==> config.mk <==
export PLATFORM = sky130hd
export DESIGN_NAME = castle_move_emitter_flat
export DESIGN_NICKNAME = d
export VERILOG_FILES = /design/src/rtl/castle_move_emitter_if.sv /design/src/rtl/castle_move_emitter.sv /design/src/flat_wrapper.sv
export SDC_FILE = /design/constraint.sdc
export NUM_CORES = 1
export LEC_CHECK = 0
export BUFFER_PORTS_ARGS = -buffer_cell sky130_fd_sc_hd__buf_2
export CAP_MARGIN = 20
export CORE_UTILIZATION = 48
export CTS_CLUSTER_SIZE = 28
export DETAILED_ROUTE_END_ITERATION = 8
export MAX_ROUTING_LAYER = met4
export PLACE_DENSITY_LB_ADDON = 0.1
export SLEW_MARGIN = 10
export SYNTH_ARGS = -nofsm -noshare
export SYNTH_HDL_FRONTEND = slang
export SYNTH_SLANG_ARGS = --single-unit
==> constraint.sdc <==
create_clock -name clk -period 2.9 [get_ports clk]
set_clock_uncertainty 0.15 [all_clocks]
set_input_delay 0.29 -clock clk [delete_from_list [all_inputs] [get_ports clk]]
set_output_delay 0.29 -clock clk [all_outputs]
set_load 0.02 [all_outputs]
==> src/rtl/castle_move_emitter_if.sv <==
// castle_move_emitter_if: valid/ready move-word channel into the move-list FIFO
interface castle_move_emitter_if;
  logic [15:0] move_out;
  logic        move_valid;
  logic        move_ready;
  modport master (output move_out, move_valid, input move_ready);
  modport slave (input move_out, move_valid, output move_ready);
endinterface

==> src/rtl/castle_move_emitter.sv <==
// castle_move_emitter: snapshots detected castle moves and streams them out one word per handshake
module castle_move_emitter #(
  parameter bit REVERSE   = 1'b0,
  parameter bit CHECK_FMT = 1'b1
) (
  input  logic                          clk,
  input  logic                          rst_n,
  input  logic                          start,
  input  logic                          flush,
  input  logic [3:0]                    castle_valid,
  input  logic [63:0]                   castle_moves,
  output logic                          busy,
  output logic                          done,
  output logic [2:0]                    count,
  output logic                          drop_err,
  castle_move_emitter_if.master         m
);
  typedef enum logic [1:0] {IDLE, EMIT, DONE} state_t;
  state_t      state_q;
  logic [3:0]  pending_q, fmt_ok, load_d, rem_d;
  logic [1:0]  sel_q, first_d, next_d;
  logic [63:0] moves_q;
  logic [15:0] move_out_q;
  logic        move_valid_q, done_q, drop_err_q, accept;
  logic [2:0]  count_q;

  function automatic logic [1:0] pick(input logic [3:0] v);
    if (REVERSE) return v[3] ? 2'd3 : v[2] ? 2'd2 : v[1] ? 2'd1 : 2'd0;
    return v[0] ? 2'd0 : v[1] ? 2'd1 : v[2] ? 2'd2 : 2'd3;
  endfunction

  // format screen on the live bus, and the slot that follows the one being offered
  always_comb begin
    for (int i = 0; i < 4; i++) fmt_ok[i] = !CHECK_FMT || (castle_moves[16*i+14 +: 2] == 2'b01);
    load_d  = castle_valid & fmt_ok;
    rem_d   = pending_q & ~(4'b0001 << sel_q);
    first_d = pick(load_d);
    next_d  = pick(rem_d);
  end

  assign accept = move_valid_q && m.move_ready;

  // control FSM; flush overrides everything but still credits a move accepted on the same edge
  always_ff @(posedge clk or negedge rst_n) begin
    if (!rst_n) begin
      state_q      <= IDLE;
      pending_q    <= '0;
      sel_q        <= '0;
      moves_q      <= '0;
      move_out_q   <= '0;
      move_valid_q <= 1'b0;
      done_q       <= 1'b0;
      count_q      <= '0;
      drop_err_q   <= 1'b0;
    end else if (flush) begin
      state_q      <= IDLE;
      pending_q    <= '0;
      move_valid_q <= 1'b0;
      done_q       <= 1'b0;
      if (state_q == EMIT && accept) count_q <= count_q + 3'd1;
    end else begin
      case (state_q)
        IDLE: begin
          done_q <= 1'b0;
          if (start) begin
            moves_q    <= castle_moves;
            pending_q  <= load_d;
            count_q    <= '0;
            drop_err_q <= |(castle_valid & ~fmt_ok);
            sel_q      <= first_d;
            move_out_q <= castle_moves[16*first_d +: 16];
            move_valid_q <= |load_d;
            done_q     <= ~|load_d;
            state_q    <= |load_d ? EMIT : DONE;
          end
        end
        EMIT: if (accept) begin
          count_q   <= count_q + 3'd1;
          pending_q <= rem_d;
          sel_q     <= next_d;
          if (|rem_d) move_out_q <= moves_q[16*next_d +: 16];
          move_valid_q <= |rem_d;
          done_q    <= ~|rem_d;
          state_q   <= |rem_d ? EMIT : DONE;
        end
        DONE: begin
          done_q  <= 1'b0;
          state_q <= IDLE;
        end
        default: state_q <= IDLE;
      endcase
    end
  end

  assign busy         = state_q != IDLE;
  assign done         = done_q;
  assign count        = count_q;
  assign drop_err     = drop_err_q;
  assign m.move_out   = move_out_q;
  assign m.move_valid = move_valid_q;
endmodule

==> src/flat_wrapper.sv <==
// flat-port wrapper written by rule: the top's interface ports become plain ports
module castle_move_emitter_flat 
#(
  parameter bit REVERSE   = 1'b0,
  parameter bit CHECK_FMT = 1'b1
)
  (clk, rst_n, start, flush, castle_valid, castle_moves, busy, done, count, drop_err, m_move_out, m_move_valid, m_move_ready);
  castle_move_emitter_if m_i ();
  input  logic clk;
  input  logic rst_n;
  input  logic start;
  input  logic flush;
  input  logic [3:0] castle_valid;
  input  logic [63:0] castle_moves;
  output logic busy;
  output logic done;
  output logic [2:0] count;
  output logic drop_err;
  output wire logic [$bits(m_i.move_out)-1:0] m_move_out;
  output wire logic [$bits(m_i.move_valid)-1:0] m_move_valid;
  input wire logic [$bits(m_i.move_ready)-1:0] m_move_ready;
  assign m_move_out = m_i.move_out;
  assign m_move_valid = m_i.move_valid;
  assign m_i.move_ready = m_move_ready;
  castle_move_emitter #(.REVERSE(REVERSE), .CHECK_FMT(CHECK_FMT)) u_core (.clk(clk), .rst_n(rst_n), .start(start), .flush(flush), .castle_valid(castle_valid), .castle_moves(castle_moves), .busy(busy), .done(done), .count(count), .drop_err(drop_err), .m(m_i));
endmodule
==> results by group <==
Finish
  – Fraction of layout cells with a size suffix above 1: 36.1%
  – Non-filler cells, final: 769
  – Post-layout net count: 701
  – Diode count: 0
  – Layout Utilization: 57.2%
  – Area grow syn2layout: 16.4%
  – Fin area: 6180 sq um

Critical path
  – Critical Path Source Type: flip-flop
  – CP Data Arrival Time: 2.39 ns
  – Setup crit end kind: flip-flop
  – Crit Path Class: flip-flop to flip-flop
  – Critical-path maximum fanout: 20
  – Setup slack, reg-to-reg: 0.61 ns
  – Worst path required time: 3.00 ns

Logic synthesis
  – Async set-or-reset flop fraction in the synthesized netlist: 100%
  – Synth area leader: dfrtp_1
  – Syn Area/Cell: 9.96 sq um
  – Synth unique cells: 54
  – Top-area cell type share of the netlist area: 44.3%
  – Synth top area cells: dfrtp_1, mux2_2, a21oi_1
  – Primary FF master, synth: dfrtp_1
  – Warnings from Yosys: 0
  – Synthesized Nets: 609
  – EDFF count, synth: 0
  – Synth Instances: 533
  – Synth Register Bits: 94
  – Post-synthesis cell area: 5310 sq um
  – Sequential fraction of the synthesis area: 44.3%

Die
  – FP Rows: 38
  – Starting density of the core: 49.2%
  – IO Pins: 96
  – Core Area: 10800 sq um
  – Die Wd: 107 um
  – Die height: 107 um
  – Total die area: 11500 sq um

Power and ir drop
  – VDD IR-drop max: 0.000486 V
  – Internal power: 3.58 mW
  – Sw Share: 40.1%
  – Comb pwr share: 46.8%
  – Seq pwr share: 39.5%
  – Power per cell area: 968 nW/um^2
  – Switching pwr: 2.40 mW
  – Static Leak: 2.80 nW
  – Clock share of power: 13.6%

Timing
  – Worst Max-Slew Pin Slew: 0.844 ns
  – Min Tclk post-route: 2.29 ns
  – Setup TNS: 0 ns
  – RSZ-0062 raised after global routing: no
  – Slew HR: 43.5%
  – Max-slew violations: 0
  – Fin crit share: 79.0%
  – Final hold vios: 0
  – Final setup vio count: 0
  – Max frequency: 436 MHz

Global routing
  – Total GRT Usage: 28.1%
  – Total global routing overflow: 0
  – First-pass GRT wire length: 23700 um
  – Largest net degree at the start of global routing: 49
  – Antenna violations before repair: 0
  – Vias in the first global route: 4515

Place
  – PortBufs: 95
  – Placed cell area: 5990 sq um
  – Placed Cells: 753
  – Routability congestion estimate: 0.804
  – DP HPWL: 10600 um

Routing
  – DR iter-0 viols: 283
  – Average wire per standard cell: 19.4 um
  – Drt pass-1 iters: 6
  – Drc violations: 0
  – Antenna viol nets, final: 0
  – Vias: 4568
  – Via/cell ratio: 5.94
  – Detailed Route WL: 14900 um

Clock tree
  – Num CTS Buffers: 9
  – H-tree levels: 3
  – Sink Count: 94
  – Clock-pin slew on the worst setup and hold paths: 0.09 ns
  – Root Driver: clkbuf_8
  – Clock Tree Buf Depth: 2
  – Setup bufs post-CTS: 0
  – Skew-Pair Late Insertion Delay: 0.36 ns
  – Clock tree from TritonCTS: done

Run
  – Max-cap violations: 0

Status
  – Run status: finished clean

Min path
  – Hold WC Path Type: primary input to flip-flop
==> cells in the final DEF (no fill, tap or decap), drive strengths merged, types with 16 or more instances in the layout <==
cell type	instances
a21oi	50
o21ai	18
buf	121
nand2b	20
nor2	34
mux2	66
o22ai	16
dfrtp	94
nand2	57
==> area by class of cell <==
type	count	area [sq um]
clock buffer	12	155
clock inverter	3	20.0
fill	960	4610
inverter	11	41.3
multi-input combinational	387	2730
sequential	94	2350
tap	140	175
timing repair buffer	122	708
==> what timing repair did <==
action / 4_1_cts / 5_1_grt
endpoints found under the hold margin: 46 / 0
hold buffers: 1 / 0
gates resized for setup: 0 / 0
==> state kept, by name, summed over array words and instances (netlist names) <==
signal	cells
u_core.moves_q	64
u_core.m.move_out	16
u_core.count	3
u_core.pending_q	4
u_core.sel_q	2
u_core.drop_err	1
u_core.state_q	2
u_core.done	1
u_core.m.move_valid	1
==> critical path, cell delays in order, from the launching register on <==
cell and delay (ns):
dfrtp_1 0.37, inv_1 0.09, ha_1 0.35, nand3_2 0.51
buf_4 0.40, mux2_2 0.29
==> cells in the mapped netlist (8+ instances only) <==
cell type	n
a22o_1	10
inv_1	11
o31ai_2	8
dfrtp_1	94
mux2_2	66
nand2_1	57
o221a_2	9
buf_2	13
a211oi_1	11
o22ai_1	15
nor2_1	34
a221oi_1	12
nand3_1	9
a21oi_1	50
clkbuf_1	16
o21ai_0	18
nand2b_1	20
==> routing by layer <==
| metal | vias to the layer above | track usage (%) | share of wire [%] |
|---|---|---|---|
| li1 | 2148 | - | - |
| met1 | 2243 | 40.0 | 48 |
| met2 | 157 | 40.7 | 45 |
| met3 | 20 | 4.92 | 5.9 |
| met4 | 0 | 8.71 | 1.5 |
| met5 | - | - | 0 |
==> final timing paths <==
path | start | endpoint | cells past startpoint
hold / removal | castle_moves[48] | u_core.moves_q[48] | 2
setup reg to reg | u_core.state_q[1] | u_core.moves_q[31] | 5
max in group asynchronous | rst_n | u_core.moves_q[55] | 3
min in group asynchronous | rst_n | u_core.m.move_out[6] | 2
hold reg to reg | u_core.m.move_out[5] | u_core.m.move_out[5] | 2
setup / recovery | u_core.state_q[1] | u_core.moves_q[31] | 5
==> per-stage QoR <==
stage	setup slack, ns	hold WS (ns)	power, mW
final	0.608	0.0167	5.98
after global routing	0.474	0.00180	6.37
after CTS	0.600	0.000879	5.98
after detailed placement	0.621	0.212	5.16
after global placement	0.661	0.199	5.07
after floorplan	0.789	-0.156	4.31
==> power groups by stage <==
stage,Clock (mW),Combinational (mW),Sequential (mW)
floorplan,0,1.93,2.38
global placement,0,2.72,2.35
detailed placement,0,2.78,2.38
CTS,0.833,2.79,2.35
global route,0.891,3.05,2.43
finish,0.814,2.80,2.36
==> cell families after synthesis <==
family | share of synthesized area (%)
AOI/OAI and AO/OA | 23.1
and+or+nand+nor | 12.9
DFF | 44.3
muxes | 14.6
buffers and inverters | 4.41
adders and majority gates | 0.707
No activity file was read; power rests on OpenSTA's default activity.
